==> config.mk <==
export PLATFORM = sky130hd
export DESIGN_NAME = axi4w_arbiter_flat
export DESIGN_NICKNAME = d
export VERILOG_FILES = /design/src/rtl/axi4w_arbiter_if.sv /design/src/rtl/axi4w_arbiter.sv /design/src/flat_wrapper.sv
export SDC_FILE = /design/constraint.sdc
export NUM_CORES = 1
export LEC_CHECK = 0
export ABC_AREA = 1
export BUFFER_PORTS_ARGS = -buffer_cell sky130_fd_sc_hd__buf_2
export CORE_AREA = 2 2 159 161
export DETAILED_ROUTE_END_ITERATION = 8
export DIE_AREA = 0 0 161 163
export GPL_TIMING_DRIVEN = 0
export PLACE_DENSITY = 0.37
export SYNTH_ARGS = -nofsm -noshare
export SYNTH_HDL_FRONTEND = slang
export SYNTH_SLANG_ARGS = --single-unit
export TNS_END_PERCENT = 20
==> constraint.sdc <==
create_clock -name clk -period 1.6 [get_ports clk]
set_input_delay 0.08 -clock clk [delete_from_list [all_inputs] [get_ports clk]]
set_output_delay 0.08 -clock clk [all_outputs]
set_load 0.02 [all_outputs]
==> src/rtl/axi4w_arbiter_if.sv <==
// Multi-lane AXI4 write-channel bundle (AW, W, B); lane i of every field occupies slice i.
// Handshake rule for every channel: a transfer happens on the rising clk edge where valid && ready are both high; once valid rises, it and its payload stay stable until that edge.
interface axi4w_arbiter_if #(
  parameter int NM = 1
);
  logic [NM-1:0]    awvalid;
  logic [NM-1:0]    awready;
  logic [NM*32-1:0] awaddr;
  logic [NM*4-1:0]  awid;
  logic [NM*8-1:0]  awlen;
  logic [NM*3-1:0]  awsize;
  logic [NM*2-1:0]  awburst;
  logic [NM-1:0]    wvalid;
  logic [NM-1:0]    wready;
  logic [NM*64-1:0] wdata;
  logic [NM*8-1:0]  wstrb;
  logic [NM-1:0]    wlast;
  logic [NM-1:0]    bvalid;
  logic [NM-1:0]    bready;
  logic [NM*2-1:0]  bresp;
  logic [NM*4-1:0]  bid;

  modport master (
    output awvalid, awaddr, awid, awlen, awsize, awburst,
    output wvalid, wdata, wstrb, wlast, bready,
    input  awready, wready, bvalid, bresp, bid
  );

  modport slave (
    input  awvalid, awaddr, awid, awlen, awsize, awburst,
    input  wvalid, wdata, wstrb, wlast, bready,
    output awready, wready, bvalid, bresp, bid
  );
endinterface

==> src/rtl/axi4w_arbiter.sv <==
// Round-robin arbiter letting N AXI4 write masters share one slave, one transaction at a time.
// The burst length is taken from awlen, so s.wlast is generated here rather than forwarded.
module axi4w_arbiter #(
  parameter int N  = 2,
  parameter int GW = $clog2(N)
) (
  input  logic            clk,
  input  logic            rst_n,
  axi4w_arbiter_if.slave  m,
  axi4w_arbiter_if.master s,
  output logic            busy,
  output logic [GW-1:0]   grant,
  output logic            err_wlast,
  output logic [1:0]      dbg_state
);
  typedef enum logic [1:0] {IDLE = 2'd0, ADDR = 2'd1, DATA = 2'd2, RESP = 2'd3} state_t;

  state_t        state, state_nx;
  logic [GW-1:0] last;
  logic [GW-1:0] pick;
  logic [GW-1:0] cand;
  logic [7:0]    cnt;
  logic          any_req, aw_hs, w_hs, b_hs, final_beat;

  assign any_req    = |m.awvalid;
  assign final_beat = (cnt == 8'd0);
  assign aw_hs      = (state == ADDR) && m.awvalid[grant] && s.awready;
  assign w_hs       = (state == DATA) && m.wvalid[grant] && s.wready;
  assign b_hs       = (state == RESP) && s.bvalid && m.bready[grant];
  assign busy       = (state != IDLE);
  assign dbg_state  = state;

  // Scan downward so the nearest requester after 'last' is the one that sticks.
  always_comb begin
    pick = last;
    cand = '0;
    for (int k = N; k >= 1; k--) begin
      cand = GW'((int'(last) + k) % N);
      if (m.awvalid[cand]) pick = cand;
    end
  end

  always_ff @(posedge clk or negedge rst_n) begin
    if (!rst_n) state <= IDLE;
    else        state <= state_nx;
  end

  always_comb begin
    state_nx = state;
    case (state)
      IDLE:    if (any_req) state_nx = ADDR;
      ADDR:    if (aw_hs) state_nx = DATA;
      DATA:    if (w_hs && final_beat) state_nx = RESP;
      RESP:    if (b_hs) state_nx = IDLE;
      default: state_nx = IDLE;
    endcase
  end

  always_ff @(posedge clk or negedge rst_n) begin
    if (!rst_n) begin
      grant     <= '0;
      last      <= GW'(N - 1);
      cnt       <= 8'd0;
      err_wlast <= 1'b0;
    end else begin
      if (state == IDLE && any_req) grant <= pick;
      if (aw_hs) cnt <= s.awlen;
      else if (w_hs && !final_beat) cnt <= cnt - 8'd1;
      if (w_hs && (m.wlast[grant] != final_beat)) err_wlast <= 1'b1;
      if (b_hs) last <= grant;
    end
  end

  // Payload follows the owner at all times; only valid/ready are gated by state.
  always_comb begin
    s.awvalid = 1'b0;
    s.awaddr  = '0;
    s.awid    = '0;
    s.awlen   = '0;
    s.awsize  = '0;
    s.awburst = '0;
    s.wvalid  = 1'b0;
    s.wdata   = '0;
    s.wstrb   = '0;
    s.wlast   = (state == DATA) && final_beat;
    s.bready  = 1'b0;
    m.awready = '0;
    m.wready  = '0;
    m.bvalid  = '0;
    m.bresp   = {N{s.bresp}};
    m.bid     = {N{s.bid}};
    for (int i = 0; i < N; i++) begin
      if (grant == GW'(i)) begin
        s.awaddr  = m.awaddr[i*32 +: 32];
        s.awid    = m.awid[i*4 +: 4];
        s.awlen   = m.awlen[i*8 +: 8];
        s.awsize  = m.awsize[i*3 +: 3];
        s.awburst = m.awburst[i*2 +: 2];
        s.wdata   = m.wdata[i*64 +: 64];
        s.wstrb   = m.wstrb[i*8 +: 8];
        case (state)
          ADDR: begin
            s.awvalid    = m.awvalid[i];
            m.awready[i] = s.awready;
          end
          DATA: begin
            s.wvalid    = m.wvalid[i];
            m.wready[i] = s.wready;
          end
          RESP: begin
            m.bvalid[i] = s.bvalid;
            s.bready    = m.bready[i];
          end
          default: ;
        endcase
      end
    end
  end
endmodule

==> src/flat_wrapper.sv <==
// flat-port wrapper written by rule: the top's interface ports become plain ports
module axi4w_arbiter_flat 
#(
  parameter int N  = 2,
  parameter int GW = $clog2(N)
)
  (clk, rst_n, busy, grant, err_wlast, dbg_state, m_awvalid, m_awaddr, m_awid, m_awlen, m_awsize, m_awburst, m_wvalid, m_wdata, m_wstrb, m_wlast, m_bready, m_awready, m_wready, m_bvalid, m_bresp, m_bid, s_awvalid, s_awaddr, s_awid, s_awlen, s_awsize, s_awburst, s_wvalid, s_wdata, s_wstrb, s_wlast, s_bready, s_awready, s_wready, s_bvalid, s_bresp, s_bid);
  axi4w_arbiter_if #(.NM(N)) m_i ();
  axi4w_arbiter_if #(.NM(1)) s_i ();
  input  logic clk;
  input  logic rst_n;
  output logic busy;
  output logic [GW-1:0] grant;
  output logic err_wlast;
  output logic [1:0] dbg_state;
  input wire logic [$bits(m_i.awvalid)-1:0] m_awvalid;
  input wire logic [$bits(m_i.awaddr)-1:0] m_awaddr;
  input wire logic [$bits(m_i.awid)-1:0] m_awid;
  input wire logic [$bits(m_i.awlen)-1:0] m_awlen;
  input wire logic [$bits(m_i.awsize)-1:0] m_awsize;
  input wire logic [$bits(m_i.awburst)-1:0] m_awburst;
  input wire logic [$bits(m_i.wvalid)-1:0] m_wvalid;
  input wire logic [$bits(m_i.wdata)-1:0] m_wdata;
  input wire logic [$bits(m_i.wstrb)-1:0] m_wstrb;
  input wire logic [$bits(m_i.wlast)-1:0] m_wlast;
  input wire logic [$bits(m_i.bready)-1:0] m_bready;
  output wire logic [$bits(m_i.awready)-1:0] m_awready;
  output wire logic [$bits(m_i.wready)-1:0] m_wready;
  output wire logic [$bits(m_i.bvalid)-1:0] m_bvalid;
  output wire logic [$bits(m_i.bresp)-1:0] m_bresp;
  output wire logic [$bits(m_i.bid)-1:0] m_bid;
  output wire logic [$bits(s_i.awvalid)-1:0] s_awvalid;
  output wire logic [$bits(s_i.awaddr)-1:0] s_awaddr;
  output wire logic [$bits(s_i.awid)-1:0] s_awid;
  output wire logic [$bits(s_i.awlen)-1:0] s_awlen;
  output wire logic [$bits(s_i.awsize)-1:0] s_awsize;
  output wire logic [$bits(s_i.awburst)-1:0] s_awburst;
  output wire logic [$bits(s_i.wvalid)-1:0] s_wvalid;
  output wire logic [$bits(s_i.wdata)-1:0] s_wdata;
  output wire logic [$bits(s_i.wstrb)-1:0] s_wstrb;
  output wire logic [$bits(s_i.wlast)-1:0] s_wlast;
  output wire logic [$bits(s_i.bready)-1:0] s_bready;
  input wire logic [$bits(s_i.awready)-1:0] s_awready;
  input wire logic [$bits(s_i.wready)-1:0] s_wready;
  input wire logic [$bits(s_i.bvalid)-1:0] s_bvalid;
  input wire logic [$bits(s_i.bresp)-1:0] s_bresp;
  input wire logic [$bits(s_i.bid)-1:0] s_bid;
  assign m_i.awvalid = m_awvalid;
  assign m_i.awaddr = m_awaddr;
  assign m_i.awid = m_awid;
  assign m_i.awlen = m_awlen;
  assign m_i.awsize = m_awsize;
  assign m_i.awburst = m_awburst;
  assign m_i.wvalid = m_wvalid;
  assign m_i.wdata = m_wdata;
  assign m_i.wstrb = m_wstrb;
  assign m_i.wlast = m_wlast;
  assign m_i.bready = m_bready;
  assign m_awready = m_i.awready;
  assign m_wready = m_i.wready;
  assign m_bvalid = m_i.bvalid;
  assign m_bresp = m_i.bresp;
  assign m_bid = m_i.bid;
  assign s_awvalid = s_i.awvalid;
  assign s_awaddr = s_i.awaddr;
  assign s_awid = s_i.awid;
  assign s_awlen = s_i.awlen;
  assign s_awsize = s_i.awsize;
  assign s_awburst = s_i.awburst;
  assign s_wvalid = s_i.wvalid;
  assign s_wdata = s_i.wdata;
  assign s_wstrb = s_i.wstrb;
  assign s_wlast = s_i.wlast;
  assign s_bready = s_i.bready;
  assign s_i.awready = s_awready;
  assign s_i.wready = s_wready;
  assign s_i.bvalid = s_bvalid;
  assign s_i.bresp = s_bresp;
  assign s_i.bid = s_bid;
  axi4w_arbiter #(.N(N), .GW(GW)) u_core (.clk(clk), .rst_n(rst_n), .m(m_i), .s(s_i), .busy(busy), .grant(grant), .err_wlast(err_wlast), .dbg_state(dbg_state));
endmodule
# --- Yosys cells after proc, flatten, opt, wreduce, memory -nomap -nowiden ---
# Index checks and enable logic that the tools add are counted.
word_totals:
  reg_bits: 13
  inputBits: 261
  output_inout_bits: 148
  wordCells: 86
classes:
  addsub: 3
  n_lt_le_gt_ge: 3
  eq_ne: 8
  n_mux: 49
  n_reduce_logical: 18
op_table:
  columns: ["operator", "count"]
  rows:
  - ["2-to-1 mux 64 bit", 1]
  - ["2-to-1 mux 1 bit", 35]
  - ["2-to-1 mux 32 bit", 1]
  - ["2-to-1 mux 8 bit", 4]
  - ["logical AND 1 bit", 11]
  - ["2-to-1 mux 2 bit", 5]
  - ["logical NOT 8 bit", 1]
  - ["!= test 2 x 1 -> 1 bit (second input constant)", 4]
  - ["one-hot mux 2 bit (4 select lines)", 1]
  - ["subtractor 8 x 1 -> 8 bit (second input constant)", 1]
  - ["< comparator 1 x 2 -> 1 bit (second input constant)", 3]
  - ["== test 2 bit (second input constant)", 2]
  - ["2-to-1 mux 4 bit", 1]
  - ["AND reduction 4 bit", 1]
  - ["nonzero test 2 bit", 2]
  - ["2-to-1 mux 3 bit", 1]
  - ["adder 1 bit (second input constant)", 2]
  - ["== test 2 x 1 -> 1 bit (second input constant)", 1]
  - ["logical NOT 2 bit", 1]
  - ["OR reduction 2 bit", 1]
  - ["logical NOT 1 bit", 1]
  - ["!= test 1 bit", 1]

# --- Depth between registers and ports, before layout ---
# Gate-level depths: netlist of run 1.
depth:
  ltp_word: 7
  mapped_depth: 10
  depth_no_buf: 10

# --- Worst setup path after synthesis of run 1 ---
# No wires, ideal clock.
synth_timing:
  path_type: "register -> register"
  startpoint: "reg u_core.state[0] (netlist: u_core.dbg_state[0])"
  endpoint: "reg u_core.cnt[6]"
  setup_ns: 0.125
  arrival_time_ns: 1.571
  t_required_ns: 1.475
  setup_slack_ns: -0.096
  stages_incl_launch_ff: 10
  n_path_buf: 0
  period_less_slack_ns: 1.696
  cell_sequence: "dfrtp_1 > inv_1 > ha_1 > nand3_1 > nand2_1 > nand2_1 > nor2_2 > nor2_2 > nand2_1 > nand3_1"
synth_between:
  elab_chain_cells: 5
  word_cells_on_any_way: 9
  classes_between: "2 x eq/ne; 1 x mux; 6 x reduce/logical"
synth_rtl:
  columns: ["element", "line", "text"]
  rows:
  - ["start, declared", "axi4w_arbiter.sv:18", "state_t state, state_nx;"]
  - ["start signal, assigned", "axi4w_arbiter.sv:45", "else state <= state_nx;"]
  - ["== test 2 bit", "axi4w_arbiter.sv:28", "assign w_hs = (state == DATA) && m.wvalid[grant] && s.wready;"]
  - ["logical AND 1 bit (2 in a row)", "axi4w_arbiter.sv:28", null]
  - ["logical AND 1 bit", "axi4w_arbiter.sv:68", "else if (w_hs && !final_beat) cnt <= cnt - 8'd1;"]
  - ["nonzero test 2 bit (no source line)", null, null]
  - ["end signal, assigned", "axi4w_arbiter.sv:67", "if (aw_hs) cnt <= s.awlen;"]
  - ["end signal, assigned", "axi4w_arbiter.sv:68", null]
  - ["end, declared", "axi4w_arbiter.sv:22", "logic [7:0] cnt;"]
# Several ways; a longest one is shown, not always the timed one.
# A chain may end at the register's enable or synchronous reset.

# --- Worst setup path in the final report of run 1 ---
layout_timing:
  startpoint: "reg u_core.grant"
  endpoint: "out s_awaddr[7]"
layout_between:
  elab_chain_cells: 1
layout_rtl:
  columns: ["element", "line", "text"]
  rows:
  - ["start, declared", "axi4w_arbiter.sv:12", "output logic [GW-1:0] grant,"]
  - ["start signal, assigned", "axi4w_arbiter.sv:66", "if (state == IDLE && any_req) grant <= pick;"]
  - ["2-to-1 mux 32 bit", "axi4w_arbiter.sv:93", "if (grant == GW'(i)) begin"]
  - ["end, declared", "flat_wrapper.sv:33", "output wire logic [$bits(s_i.awaddr)-1:0] s_awaddr;"]
# Every way passes these cells.

==> results of run 1 <==
==> critical path, stage by stage, from the launching register on <==
cell and delay (ns):
dfrtp_1 0.42, inv_2 0.10, buf_12 0.13, buf_12 0.14, buf_6 0.14, nand2_1 0.08, nand2_1 0.08, buf_4 0.14
==> cells in the final DEF, fill, tap and decap left out, drive strengths merged, types with 2 or more instances in the layout <==
master / n
buf: 458
nand2: 407
inv: 25
nand3: 19
nor2: 13
dfrtp: 12
o21ai: 11
ha: 6
clkbuf: 5
xor2: 4
nor3: 4
and2: 3
o21bai: 2
nand4: 2
a21oi: 2
==> metrics by stage <==
stage                     TNS [ns]  util (%)
final                            0     24.38
after global routing        -1.065     24.38
after CTS                  -0.2488     22.01
after detailed placement    -26.56     20.54
after global placement      -27.32     20.54
after floorplan            -0.1288         -
==> routing by layer <==
metal | share of wire [%] | wire length (µm)
met4 | 0.52 | 96
met2 | 48 | 8845
met3 | 9.4 | 1729
met5 | 0.065 | 12
met1 | 42 | 7729
==> path summary, 6_finish.rpt <==
path                                                 start                   endpoint  cells after the start
max reg2reg                u_core.dbg_state[0]$_DFFE_PN0P_  u_core.cnt[6]$_DFFE_PN0P_                      9
max                               u_core.grant$_DFFE_PN0P_                s_awaddr[7]                      7
min                                           m_awvalid[1]   u_core.grant$_DFFE_PN0P_                      3
min in group asynchronous                            rst_n  u_core.cnt[7]$_DFFE_PN0P_                      2
max in group asynchronous                            rst_n    u_core.last$_DFFE_PN1P_                      2
min reg2reg                        u_core.last$_DFFE_PN1P_    u_core.last$_DFFE_PN1P_                      2
==> final cells by class <==
cell class                 count  area (µm²)
multi-input combinational    475        2086
timing repair buffer         419        2510
inverter                      26       101.3
clock buffer                   4       78.83
buffer                        41       496.7
tap                          330       412.9
sequential                    13       329.1
fill                        2894       18660
==> logic make-up after synthesis <==
group | Yosys count
AO/OA/AOI/OAI | 16
XOR/XNOR | 4
adder cells (fa/ha/maj) | 6
buffers and inverters | 67
flip-flops | 13
AND/OR/NAND/NOR | 449
==> flip-flops by register name, summed over array words and instances, names as in the netlist <==
name	count
u_core.dbg_state	2
u_core.err_wlast	1
u_core.grant	1
u_core.last	1
u_core.cnt	8
==> where the power goes <==
part | switching (mW) | total, mW | internal [mW]
combinational | 5.86 | 9.97 | 4.12
clock | 0.144 | 0.481 | 0.337
sequential | 0.156 | 0.653 | 0.497
==> repair_timing <==
action / 4_1_cts / 5_1_grt
endpoints found under the hold margin: 12 / 0
buffers inserted: 6 / 9
gates resized for setup: 67 / 177
endpoints found under the setup margin: 131 / 126
hold buffers: 1 / 0
pin swaps: 1 / 6
gates cloned: 1 / 0
==> impl_metrics.csv, run 1 <==
group,metric,value,unit
outcome,status,"completed",
sta,relSlewSlack,77.78,%
setup_path,crit_path_start_kind,"flip-flop",
setup_path,reg2reg_slack,0.10,ns
setup_path,end_kind,"output pin",
grt,grt_use_met2,22.16,%
power_and_ir_drop,p_per_area,1847,nW/µm²
min_path,holdCritPathClass,"in2reg",
power_and_ir_drop,finalPower,11.11,mW
yosys,yosysUniqueCellTypes,25,
grt,grt-busiest-layer,"met2",
cts,root_buffer,"clkbuf_16",
cts,cts_inserted_buffers,3,
placed_design,hpwl,15470,µm
yosys,ys_ff_latch,13,
finish,final_area,6015,µm²
cts,cts.htree.levels,1,
floorplanning,fp.dieH,163,µm
yosys,synthSimpleGateAreaFrac,67.08,%
sta,worst_slew_pin_slew,0.3333,ns
power_and_ir_drop,ir_drop,678.8,µV
yosys,netlist.top_cell.by_area,"nand2_1",
yosys,synth_area_leaders,"nand2_1, dfrtp_1, buf_2",
grt,met1_usage,15.95,%
setup_path,crit_arrival,1.46,ns
finish,drive_gt1_share,52.04,%
floorplanning,core_region_area,24670,µm²
yosys,synth-warning-count,0,
sta,slew_viol_final,0,
grt,overflow,0,
cts,clk_latency,0.24,ns
sta,fmax,647.3,MHz
grt,grt_usage,12.54,%
floorplanning,num_io_pins,409,
placed_design,gp_congestion,0.7580,
yosys,synth-edff-count,0,
finish,num-nets-final,1246,
placed_design,portBuffers,402,
route,ant_nets,0,
grt,grtUsageMet3,3.183,%
sta,setup_viol,0,
sta,rsz0062_at_grt,"true",
yosys,synth-xor-area-share,1.326,%
route,vias,4764,
yosys,synthTopCellsByCount,"nand2_1, buf_2, inv_1",
route,routedWlPerCell,14.08,µm
floorplanning,start_util,10.70,%
route,avgViaCountPerCell,3.642,
yosys,yosysMostFrequentCell,"nand2_1",
route,routed_wl,18410,µm
yosys,ys.flop_type,"dfrtp_1",
yosys,yosysSeqAreaShare,12.36,%
setup_path,worstSetupPathType,"reg2out",
yosys,synthAdderAreaFrac,2.842,%
placed_design,post-place-ws,-0.3872,ns
grt,grt_max_degree,14,
finish,layout.cells.non_filler,1308,
sta,hold-worst-slack,0.1470,ns
yosys,ys_async_sr_fraction,100.0,%
grt,grt_pass1_wl,25580,µm
yosys,synth_area,2641,µm²
sta,finalCritPeriodShare,96.55,%
grt,grt_pass1_vias,4476,
sta,finalHoldViolCount,0,
yosys,synth-compound-area-share,3.316,%
grt,antenna_found_initial,2,
cts,cts.clk_slew.worst_paths,0.04,ns
route,dr.pass1.iters,4,
finish,diodes,0,
yosys,syn_inst,555,
cts,clkSinkCount,13,
yosys,synthesis.nets,822,
power_and_ir_drop,cellLeakagePower,3.733,nW
sta,clock_skew,0.007081,ns
yosys,synth_mux_area_share,0,%
route,drcViolationCount,0,
placed_design,place_area,5069,µm²
placed_design,post-place-cells,1287,
floorplanning,die_w,161,µm
setup_path,worstPathMaxFanout,10,
yosys,synth_top_family_by_area,"simple AND/OR/NAND/NOR gates",
floorplanning,std_cell_rows,58,
finish,area_growth,127.7,%
sta,fin_crit,1.545,ns
run,maxCapViolCount,0,
yosys,synth_top_area_share,57.56,%
yosys,avgSynthCellArea,4.759,µm²
floorplanning,die_area,26240,µm²
route,drtIter0Drc,205,
setup_path,required,1.52,ns
cts,cts_buffer_depth,2,
sta,fin_ws,0.05516,ns
cts,cts_tree,"yes",
Note: power is estimated with default switching activity, not from simulation.
==> run 2: changes to the inputs <==
--- a/config.mk
+++ b/config.mk
@@ -6,12 +6,13 @@
 export NUM_CORES = 1
 export LEC_CHECK = 0
 export ABC_AREA = 1
-export BUFFER_PORTS_ARGS = -buffer_cell sky130_fd_sc_hd__buf_2
-export CORE_AREA = 2 2 159 161
+export CORE_AREA = 2 2 160 162
+export CTS_BUF_LIST = sky130_fd_sc_hd__clkbuf_8
 export DETAILED_ROUTE_END_ITERATION = 8
-export DIE_AREA = 0 0 161 163
+export DIE_AREA = 0 0 162 164
+export DONT_BUFFER_PORTS = 1
 export GPL_TIMING_DRIVEN = 0
-export PLACE_DENSITY = 0.37
+export PLACE_DENSITY = 0.3
 export SYNTH_ARGS = -nofsm -noshare
 export SYNTH_HDL_FRONTEND = slang
 export SYNTH_SLANG_ARGS = --single-unit
==> run 2 against run 1 <==
Effect of this change: the run now ends with negative setup slack left; sequential cell count unchanged; die area rose by 1.2%; fmax shrank 4.7%; final cell count is 31% lower; design area decreased by 29%; clock power fell by 38%; global-route usage down 2.2 points; non-clock buffer count fell by 400; combinational power fell by 12%; worst hold slack worse by 0.13 ns; first-iteration DRC count down 58%; largest power group unchanged; highest routed layer is now met4.
==> impl_metrics.csv, run 2 (synthesis gave the netlist of run 1 again) <==
group,metric,value,unit
outcome,status,"finished, violations left",
outcome,violations,"negative setup slack",
route,avgViaCountPerCell,3.888,
finish,regMostFlops,"u_core.cnt",
power_and_ir_drop,cellLeakagePower,2.121,nW
min_path,holdCritPathClass,"in2reg",
setup_path,crit_slowest_cell,"dfrtp_2",
power_and_ir_drop,p_comb_share,89.3,%
sta,finalCritPeriodShare,101.4,%
route,vias,3534,
cts,cts.htree.levels,1,
finish,num-nets-final,846,
floorplanning,core_region_area,24820,µm²
placed_design,post-place-ws,-0.6541,ns
finish,num-fill-cells,2911,
setup_path,crit_path_start_kind,"flip-flop",
floorplanning,start_util,10.64,%
power_and_ir_drop,p_per_area,2299,nW/µm²
grt,grt_max_degree,14,
route,ant_nets,0,
setup_path,r2r-start,"u_core.dbg_state[0]$_DFFE_PN0P_",
grt,grtUsageMet3,0.8586,%
route,drtIter0Drc,86,
grt,antenna_found_initial,1,
sta,rsz0062_at_grt,"true",
placed_design,gp_congestion,0.6990,
floorplanning,fp.dieH,164,µm
run,maxCapViolCount,0,
setup_path,required,1.52,ns
finish,most-common-layout-cells,"nand2_1, nand2_2, nand2_4",
power_and_ir_drop,p_int,3.568,mW
sta,finalHoldViolCount,0,
grt,grt_pass1_vias,3057,
sta,relSlewSlack,57.74,%
setup_path,worstSetupPathType,"reg2out",
floorplanning,num_io_pins,409,
route,drcViolationCount,0,
cts,cts_inserted_buffers,3,
setup_path,worstPathMaxFanout,10,
finish,multiInputGateArea,2606,µm²
setup_path,crit_arrival,1.54,ns
cts,cts_buffer_depth,2,
placed_design,hpwl,12970,µm
cts,root_buffer,"clkbuf_8",
finish,drive_gt1_share,38.75,%
power_and_ir_drop,p_clk_share,3.0,%
finish,ff_latch_area,330.3,µm²
route,routed_wl,15960,µm
power_and_ir_drop,pwr-share-seq,7.7,%
setup_path,end_kind,"output pin",
grt,grt_usage,10.31,%
setup_path,critPathMaxStageDelay,0.51,ns
grt,grt-busiest-layer,"met2",
cts,cts.clk_slew.worst_paths,0.05,ns
grt,grt_use_met2,18.74,%
power_and_ir_drop,ir_drop,775.2,µV
setup_path,crit_chain,"inv_4 > buf_12 > buf_12 > buf_8 > nand2_1 > nand2_2",
sta,worst_slew_pin_slew,0.6319,ns
setup_path,crit_path_frequent_cell,"buf_12",
power_and_ir_drop,switching_share,63.74,%
sta,fin_crit,1.622,ns
finish,largest_reg_flops,8,
finish,final_common_cell,"nand2_1",
min_path,min-delay-start,"m_awvalid[1]",
finish,area_growth,62.06,%
power_and_ir_drop,finalPower,9.840,mW
cts,cts_tree,"yes",
sta,clock_skew,0.006825,ns
floorplanning,die_w,162,µm
setup_path,crit_start,"u_core.grant$_DFFE_PN0P_",
power_and_ir_drop,p_switching,6.272,mW
sta,fin_ws,-0.02181,ns
route,routedWlPerCell,17.56,µm
placed_design,portBuffers,0,
route,dr.pass1.iters,4,
grt,met1_usage,13.06,%
sta,slew_viol_final,0,
floorplanning,die_area,26570,µm²
grt,overflow,0,
cts,clkSinkCount,13,
grt,grt_pass1_wl,19990,µm
sta,fmax,616.6,MHz
floorplanning,std_cell_rows,58,
cts,clk_latency,0.25,ns
sta,setup_viol,6,
[run 2: cell count changes in the layout (fill, tap and decap cells not counted), sizes merged]
cell / change
buf: -402
diode: +1
dlygate4sd3: +1
inv: +1
[run 2: final timing paths]
kind,end,slack [ns],cells after the start
max,s_wdata[22],-0.02,6
max in group asynchronous,u_core.dbg_state[0]$_DFFE_PN0P_,0.85,1
max reg2reg,u_core.cnt[6]$_DFFE_PN0P_,-0.02,9
min reg2reg,u_core.last$_DFFE_PN1P_,0.49,2
min in group asynchronous,u_core.cnt[7]$_DFFE_PN0P_,0.29,1
min,u_core.grant$_DFFE_PN0P_,0.02,2
[run 2: layout make-up]
cell class / count / share of cell area (%)
Buffer: 41 / 12.66
Clock buffer: 3 / 0.9646
Multi-Input combinational cell: 475 / 60.89
Inverter: 26 / 2.426
Clock inverter: 1 / 0.08769
Timing Repair Buffer: 19 / 5.554
Sequential cell: 13 / 7.717
Tap cell: 330 / 9.646
Antenna cell: 1 / 0.05846
[run 2: repair_timing]
action / CTS / global route
pin swaps: 7 / 31
cloned: 2 / 2
setup buffers: 7 / 6
setup endpoints to repair: 137 / 128
hold buffers: 1 / 1
hold endpoints to repair: 13 / 1
gates resized for setup: 181 / 111
[run 2: metrics by stage]
| stage | std cells | setup TNS, ns | util [%] | area (µm²) | hold slack, ns |
|---|---|---|---|---|---|
| 2_1_floorplan | 555 | -0.1288 | - | 2644 | -0.2156 |
| 3_3_place_gp | 885 | -41.57 | 12.32 | 3057 | -0.2153 |
| 3_5_place_dp | 885 | -40.82 | 12.32 | 3057 | -0.2153 |
| 4_1_cts | 899 | -0.5992 | 15.22 | 3779 | 0.01469 |
| 5_1_grt | 909 | -5.187 | 17.25 | 4280 | 0.01192 |
| 6_report | 909 | -0.09868 | 17.25 | 4280 | 0.02050 |
[run 2: worst max-delay path, delay by kind of cell (launching register included)]
family                 cells  cell delay (ns)
and+or+nand+nor            2             0.24
buffers and inverters      4             0.53
DFF                        1             0.51
[run 2: layer usage]
| metal | vias to the layer above | wire length (µm) |
|---|---|---|
| met5 | - | 0 |
| met4 | 0 | 313 |
| met3 | 12 | 984 |
| met2 | 209 | 8361 |
| met1 | 1605 | 6305 |
| li1 | 1708 | - |
[run 2: power by group through the flow]
stage | Combinational [mW] | Clock (mW) | Sequential, mW
after floorplan | 4.88 | 0 | 0.665
after global placement | 6.41 | 0 | 0.726
after detailed placement | 6.41 | 0 | 0.715
after CTS | 8.08 | 0.313 | 0.731
after global routing | 9.51 | 0.330 | 0.781
final | 8.79 | 0.296 | 0.757
